[src/rtl/mul_arb_pkg.sv]
// Shared types and defaults for the two-requester multiplier arbiter.
// Imported by the arbiter top and its round-robin selector.
package mul_arb_pkg;

  localparam int unsigned DEF_TIMEOUT = 100;
  localparam int unsigned DEF_W       = 64;
  localparam int unsigned NUM_REQ     = 2;

  typedef enum logic [1:0] {
    IDLE = 2'd0,
    CLR  = 2'd1,
    RUN  = 2'd2,
    RSP  = 2'd3
  } state_e;

  // Requester index to its one-hot response/grant lane.
  function automatic logic [NUM_REQ-1:0] id_to_onehot(input logic id);
    return id ? 2'b10 : 2'b01;
  endfunction

endpackage

[src/rtl/rr_arbiter2.sv]
// Two-way round-robin selector: on a tie the requester not granted last wins.
// Purely combinational; the caller owns the last-grant pointer.
module rr_arbiter2
  import mul_arb_pkg::*;
(
  input  logic [NUM_REQ-1:0] req,
  input  logic               last,
  output logic [NUM_REQ-1:0] grant
);

  always_comb begin
    grant = '0;
    case (req)
      2'b01:   grant = 2'b01;
      2'b10:   grant = 2'b10;
      2'b11:   grant = last ? 2'b01 : 2'b10;
      default: grant = '0;
    endcase
  end

endmodule

[src/rtl/mul_arbiter.sv]
// Shares one Booth multiplier between two requesters with round-robin grant,
// a clear-then-run sequence per operation, and a RUN-phase timeout.
module mul_arbiter
  import mul_arb_pkg::*;
#(
  parameter int unsigned TIMEOUT = DEF_TIMEOUT,
  parameter int unsigned W       = DEF_W
) (
  input  logic                 clk,
  input  logic                 reset,
  input  logic [NUM_REQ-1:0]   req_valid,
  output logic [NUM_REQ-1:0]   req_ready,
  input  logic [W-1:0]         req_a0,
  input  logic [W-1:0]         req_b0,
  input  logic [W-1:0]         req_a1,
  input  logic [W-1:0]         req_b1,
  output logic [NUM_REQ-1:0]   resp_valid,
  input  logic [NUM_REQ-1:0]   resp_ready,
  output logic [2*W-1:0]       resp_result,
  output logic                 resp_err,
  output logic                 mul_op_start,
  output logic                 mul_op_clear,
  output logic [W-1:0]         mul_multiplier,
  output logic [W-1:0]         mul_multiplicand,
  input  logic                 mul_op_done,
  input  logic [2*W-1:0]       mul_result
);

  localparam int unsigned      CNT_W    = (TIMEOUT > 1) ? $clog2(TIMEOUT) : 1;
  localparam logic [CNT_W-1:0] CNT_LAST = CNT_W'(TIMEOUT - 1);

  state_e                state_q;
  logic                  last_q;
  logic                  id_q;
  logic [CNT_W-1:0]      cnt_q;
  logic [NUM_REQ-1:0]    resp_valid_q;
  logic [2*W-1:0]        resp_result_q;
  logic                  resp_err_q;
  logic                  start_q;
  logic                  clear_q;
  logic [W-1:0]          mplier_q;
  logic [W-1:0]          mcand_q;

  logic [NUM_REQ-1:0]    grant;
  logic                  hs;
  logic                  hs_id;
  logic                  run_exit;

  rr_arbiter2 u_rr (
    .req   (req_valid),
    .last  (last_q),
    .grant (grant)
  );

  // Acceptance is the only combinational output; it exists only in IDLE.
  assign req_ready = (state_q == IDLE) ? grant : '0;
  assign hs        = |(req_valid & req_ready);
  assign hs_id     = req_ready[1];
  assign run_exit  = mul_op_done || (cnt_q == CNT_LAST);

  always_ff @(posedge clk) begin
    if (reset) begin
      state_q       <= IDLE;
      last_q        <= 1'b1;
      id_q          <= 1'b0;
      cnt_q         <= '0;
      resp_valid_q  <= '0;
      resp_result_q <= '0;
      resp_err_q    <= 1'b0;
      start_q       <= 1'b0;
      clear_q       <= 1'b1;
      mplier_q      <= '0;
      mcand_q       <= '0;
    end else begin
      case (state_q)
        IDLE: begin
          clear_q <= 1'b0;
          if (hs) begin
            id_q     <= hs_id;
            last_q   <= hs_id;
            mplier_q <= hs_id ? req_a1 : req_a0;
            mcand_q  <= hs_id ? req_b1 : req_b0;
            clear_q  <= 1'b1;
            start_q  <= 1'b0;
            state_q  <= CLR;
          end
        end
        CLR: begin
          clear_q <= 1'b0;
          start_q <= 1'b1;
          cnt_q   <= '0;
          state_q <= RUN;
        end
        RUN: begin
          // Done takes priority over a coincident timeout.
          if (run_exit) begin
            resp_result_q <= mul_op_done ? mul_result : '0;
            resp_err_q    <= !mul_op_done;
            resp_valid_q  <= id_to_onehot(id_q);
            start_q       <= 1'b0;
            clear_q       <= 1'b1;
            state_q       <= RSP;
          end else begin
            cnt_q <= cnt_q + CNT_W'(1);
          end
        end
        RSP: begin
          if (resp_ready[id_q]) begin
            resp_valid_q <= '0;
            clear_q      <= 1'b0;
            state_q      <= IDLE;
          end
        end
        default: state_q <= IDLE;
      endcase
    end
  end

  assign resp_valid       = resp_valid_q;
  assign resp_result      = resp_result_q;
  assign resp_err         = resp_err_q;
  assign mul_op_start     = start_q;
  assign mul_op_clear     = clear_q;
  assign mul_multiplier   = mplier_q;
  assign mul_multiplicand = mcand_q;

endmodule
[config.mk]
export PLATFORM = sky130hd
export DESIGN_NAME = mul_arbiter
export DESIGN_NICKNAME = d
export VERILOG_FILES = /design/src/rtl/mul_arb_pkg.sv /design/src/rtl/rr_arbiter2.sv /design/src/rtl/mul_arbiter.sv
export SDC_FILE = /design/constraint.sdc
export NUM_CORES = 1
export LEC_CHECK = 0
export ABC_AREA = 0
export CAP_MARGIN = 30
export CORE_AREA = 3 3 256 258
export DETAILED_ROUTE_END_ITERATION = 10
export DIE_AREA = 0 0 259 261
export SYNTH_ARGS = -nofsm -noshare
export SYNTH_HDL_FRONTEND = slang
export SYNTH_SLANG_ARGS = --single-unit
[constraint.sdc]
create_clock -name clk -period 2.4 [get_ports clk]
set_input_delay 0.36 -clock clk [delete_from_list [all_inputs] [get_ports clk]]
set_output_delay 0.36 -clock clk [all_outputs]
set_load 0.01 [all_outputs]
**After elaboration in Yosys (flattened, before gate mapping)**

Cells that the tools add are included.

- Bits in registers: 272
- Bits of input ports: 391
- Output and inout bits: 263

- $add $sub $neg: 1
- Magnitude comparators: 1
- Equality and inequality tests: 11
- Multiplexer cells: 24
- Bitwise logic cells: 1
- Reductions and logical operators: 14

Operator list:

| operator | number |
|---|---|
| 128-bit two-way mux | 1 |
| 64-bit two-way mux | 2 |
| 2-bit two-way mux | 7 |
| 7-bit case mux with 2 select lines | 1 |
| 3-bit AND reduction | 3 |
| 2-bit equality test (second input constant) | 4 |
| 2-bit inequality test (second input constant) | 4 |
| 2-bit case mux with 4 select lines | 1 |
| 2-bit AND reduction | 4 |
| 7-bit by 1-bit adder with 7-bit output (second input constant) | 1 |
| 7-bit equality test (second input constant) | 1 |
| 1-bit two-way mux | 7 |
| 7-bit two-way mux | 1 |
| 2-bit case mux with 3 select lines | 1 |
| 2-bit by 1-bit equality test with 1-bit output (second input constant) | 2 |
| 1-bit case mux with 4 select lines | 1 |
| 2-bit case mux with 2 select lines | 1 |
| 2-bit nonzero test | 2 |
| 1-bit case mux with 3 select lines | 1 |
| 3-bit nonzero test | 1 |
| 2-bit bitwise AND | 1 |
| 2-bit zero test | 1 |
| 1-bit by 2-bit < comparator with 1-bit output (second input constant) | 1 |
| 2-bit OR reduction | 1 |
| other kinds (2) | 2 |

**Depth between registers and ports, before layout**

- Depth in word-level cells: 7
- Gate-level depth with buffers: 9
- Gate-level depth less buffers: 7

**Modules after synthesis**

From an unflattened synthesis, not the netlist that was laid out.

- Cells, all modules: 1098
- Area total of the unflattened synthesis: 10208.5 um^2

By module, submodules not included:

| module | times used | cells each | area each (um^2) | sequential area each (um^2) |
|---|---|---|---|---|
| mul_arbiter | 1 | 1095 | 10189.8 | 5445.2 |
| rr_arbiter2 | 1 | 3 | 18.8 | 0.0 |

**Worst setup path before layout**

Ideal clock, no wire load.

- Kind: flip-flop to flip-flop
- Start: register state_q[0]
- End: register mcand_q[10] (netlist: mul_multiplicand[10])
- Setup time: 0.091 ns
- Arrival: 1.760 ns
- Required time: 2.309 ns
- Slack: 0.549 ns
- Cell stages (with the launch flop): 9
- Buffers on the path: 2
- Period minus slack after synthesis: 1.851 ns
- Path through: dfxtp_1 -> inv_1 -> ha_1 -> nand2_1 -> a21o_1 -> clkbuf_1 -> clkbuf_1 -> nand2_1 -> a311oi_1

- Word-level cells in the longest chain between the ends: 5

Ends and longest elaborated chain:

| item | RTL line | RTL |
|---|---|---|
| from (decl) | mul_arbiter.sv:32 | `state_e state_q;` |
| from (signal assigned) | mul_arbiter.sv:63 | `state_q <= IDLE;` |
| from (signal assigned) | mul_arbiter.sv:85 | `state_q <= CLR;` |
| from (signal assigned) | mul_arbiter.sv:92 | `state_q <= RUN;` |
| 2-bit zero test (*) | mul_arbiter.sv:56, mul_arbiter.sv:75 |  |
| 2-bit two-way mux | mul_arbiter.sv:56 | `assign req_ready = (state_q == IDLE) ? grant : '0;` |
| 2-bit bitwise AND | mul_arbiter.sv:57 | `assign hs = \|(req_valid & req_ready);` |
| 2-bit OR reduction | mul_arbiter.sv:57 |  |
| 2-bit AND reduction (no line) | -- |  |
| to (signal assigned) | mul_arbiter.sv:82 | `mcand_q <= hs_id ? req_b1 : req_b0;` |
| to (decl) | mul_arbiter.sv:42 | `logic [W-1:0] mcand_q;` |

Every way passes the cells marked *; elsewhere a longest branch is shown, timed or not.
A chain may end at the register's enable or synchronous reset.

**Worst setup path after layout**

- Start: register state_q[0]
- End: register cnt_q[5]

- Word-level cells in the longest chain between the ends: 3

Ends and longest elaborated chain:

| item | RTL line | RTL |
|---|---|---|
| 2-bit equality test / 2-bit by 1-bit equality test with 1-bit output (equally long branches) | mul_arbiter.sv:75 | `case (state_q)` |
| 2-bit inequality test (no line) / 2-bit nonzero test (equally long branches) | -- |  |
| 2-bit AND reduction (no line) | -- |  |
| to (signal assigned) | mul_arbiter.sv:104 | `cnt_q <= cnt_q + CNT_W'(1);` |
| to (decl) | mul_arbiter.sv:35 | `logic [CNT_W-1:0] cnt_q;` |

Parallel ways exist; a longest one is shown, timed or not.

==> results by group <==
Status
  – Outcome: completed

Floorplanning
  – I/O Pins: roughly 650
  – Initial Util: 16.13%
  – Core area: about 63000 um^2
  – Chip Width: between 200 and 300 um
  – Row cnt: 92
  – Die ar.: 67600 um^2
  – Die H: ~260 um

Min path
  – HP Class: in2reg

Timing
  – Fin. Hold Viols: 0
  – Worst-margin pin slew: about 0.8 ns
  – # setup viols final: 0
  – Worst Skew: 0.01623 ns
  – Setup TNS: 0 ns
  – Fin crit share: around 94%
  – Fmax: between 0.4 and 0.5 GHz
  – Final min period: approximately 2.2 ns
  – RSZ-0062 raised after global routing: false
  – Slew Viols, Final: 0
  – Worst slew margin: approximately 47%

Global route
  – Initial antenna violation count: 3
  – Global route total overflow: 0
  – Number of global-route vias before repair: about 11k
  – First-pass GRT wire length: around 68 mm
  – Gr usage total: 12.96%
  – Largest net degree at the start of global routing: about 140

Placement
  – Port Buffer Count: 653
  – DP Area: 17850 um^2
  – Dpl hpwl: approximately 35 mm
  – RD Place Congestion: 0.8335

Setup path
  – CP Data Arrival Time: 2.70 ns
  – R2R cell count: 7
  – RR Endpoint: cnt_q[5]
  – Crit path kind: reg2reg
  – Required @ worst endpoint: roughly 2.9 ns
  – RR Startpoint: state_q[0]
  – Crit. End Element: flip-flop
  – CP endpoint: cnt_q[5]
  – Worst Setup SP: state_q[0]
  – CP max FO: 12
  – Flop2flop setup slack: about 0.15 ns
  – Nature of the critical path startpoint: flip-flop

Routing
  – Pre-Repair DR Iteration Count: 7
  – 1st-iter DRT viols: 602
  – Vias: 10.92k
  – Via density: approximately 4.2
  – Post-route ant nets: 0
  – DRT Wirelength: roughly 46 mm
  – DR WL/cell: about 18 um
  – Number of remaining DRC errors: 0

Logic synthesis
  – Ranking of synthesized cells by area: dfxtp_1 (53%), a22o_1 (11%), a311oi_1 (11%), nand2_1 (9.8%), nor2_1 (4.8%)
  – Post-synth cell types: 40
  – Post-synth top area cell: dfxtp_1
  – Synth Cell Area: around 10000 um^2
  – Mapped Cells: 1098
  – Syn avg cell area: approximately 9.3 um^2
  – Sequential fraction of the synthesis area: 53.42%
  – Yosys reg bits: between 200 and 300
  – Yosys top cell area share: a little over half
  – Yosys warning count: 0
  – Syn_nets: between 1k and 1.5k

Clocking
  – Clock latency on the worst-skew pair: approximately 0.54 ns
  – TritonCTS clock tree: yes
  – H-tree depth: 2
  – CTS clk-pin slew, worst paths: 0.06 ns
  – Root Driver: clkbuf_16
  – Num CTS Buffers: 34
  – CTS Sinks: ~270
  – CTS max path bufs: 3

Power
  – Leak Pwr: slightly above 0.007 uW
  – VDD IR max: around 0.46 mV
  – Pwr dens: ~950 nW/um^2

Finish
  – Area Overhead vs Synth: 85.85%
  – Post-layout nets: ~2.1k
  – Final Cell Area: between 15000 and 20000 um^2
  – Share of cells above drive strength 1: 6.261%

Job
  – Max Cap Violations: 0
worst min path at each step:
| stage | end | slack [ns] | cells after the start | start |
|---|---|---|---|---|
| floorplan | cnt_q[6] | 0.45 | 2 | cnt_q[6] |
| CTS | resp_result[86] | 0.20 | 3 | reset |
| detailed placement | resp_result[20] | 0.45 | 1 | resp_result[20] |
| global route | resp_result[86] | 0.22 | 3 | reset |
| finish | resp_result[91] | 0.25 | 3 | reset |
| global placement | resp_result[65] | 0.45 | 1 | resp_result[65] |
layout make-up:
cell class                 count  area, um^2
timing repair buffer         699        7077
clock inverter                12       110.1
inverter                       9       36.28
antenna                        2       5.005
sequential                   272        5445
fill                        6493       44250
multi-input combinational    716        4253
tap                          846        1059
clock buffer                  49       957.2
metal layers:
layer	up-vias	GRT usage, %	wire length [um]
li1	5227	-	-
met5	-	0	17
met1	5080	13.72	17070
met3	85	4.632	4369
met2	530	22.67	22620
met4	2	6.749	2414
cell families after synthesis:
kind of cell / after synthesis / synth area share (%)
adder cells (fa/ha/maj): 7 / 0.8593
buffers and inverters: 110 / 5.279
AND/OR/NAND/NOR: 415 / 15.79
AO/OA/AOI/OAI: 291 / 24.36
flip-flops: 272 / 53.42
multiplexers: 3 / 0.2946
report_power, final:
part | internal (uW) | total, uW | switching [uW]
clock network | 2900 | 4950 | 2050
logic | 3550 | 6810 | 3260
registers | 5590 | 6210 | 622
total | 12000 | 18000 | 5930
registers in the layout (all words and copies together), names as in the netlist, 2 cells and up:
register and count:
cnt_q 7, mul_multiplicand 64, mul_multiplier 64, resp_valid 2, state_q 2, resp_result 128
critical path, stage by stage (launching register included):
cell,delay (ns)
dfxtp_1,0.36
inv_2,0.10
buf_4,0.12
ha_1,0.38
or2_2,0.18
o211ai_1,0.28
or4_1,0.59
a21oi_1,0.15
synthesized netlist by cell type (all sizes together):
| cell type | number |
|---|---|
| dfxtp | 272 |
| nand2 | 267 |
| nor2 | 131 |
| a22o | 128 |
| a311oi | 128 |
| clkbuf | 67 |
| buf | 34 |
| a21oi | 8 |
| inv | 8 |
| o21ai | 8 |
| ha | 7 |
| o211ai | 4 |
| or3 | 4 |
| mux2i | 3 |
| nand3 | 3 |
| a21o | 2 |
| a32o | 2 |
| and3 | 2 |
| o21a | 2 |
| a211oi | 1 |
| a21boi | 1 |
| a22oi | 1 |
| a311o | 1 |
| a31oi | 1 |
| and4 | 1 |
| clkinv | 1 |
| nand2b | 1 |
| nor2b | 1 |
| nor3 | 1 |
| nor4b | 1 |
| o211a | 1 |
| o21bai | 1 |
| o31ai | 1 |
| o41ai | 1 |
| or2 | 1 |
| or4 | 1 |
| or4b | 1 |
placed cells by master (no fill, tap or decap), types with 2 or more instances in the layout:
cell and count:
clkbuf_8 5, inv_6 3, clkbuf_16 34, dlygate4sd2_1 2
clkdlybuf4s50_1 650, buf_12 16, clkinv_2 6, mux2i_1 3
dfxtp_1 272, nor2_1 131, ha_1 6, a21oi_1 7
a311oi_1 128, buf_4 31, nand2_1 267, diode_2 2
inv_2 2, nand3_1 3, or3_1 4, inv_1 5
clkbuf_1 10, o21ai_0 7, a32o_1 2, a22o_1 128
o211ai_1 4
per-stage QoR:
stage	utilization (%)	power, uW	hold slack (ns)	std cells	worst slack [ns]
6_report	29.97	17970	0.2527	2605	0.1524
3_3_place_gp	28.25	13040	0.4546	2541	0.1236
3_5_place_dp	28.25	13140	0.4541	2541	0.08922
2_1_floorplan	-	9086	0.4536	1098	0.5489
4_1_cts	29.97	18300	0.2039	2603	0.1420
5_1_grt	29.97	19050	0.2217	2604	0.003127
what timing repair did:
| item | in CTS | in global routing |
|---|---|---|
| resized for setup | 6 | 0 |
| hold buffers | 0 | 0 |
| pin swaps | 0 | 1 |
| setup endpoints to repair | 2 | 1 |
| setup buffers | 1 | 0 |
Power figures use the tool's default switching activity.
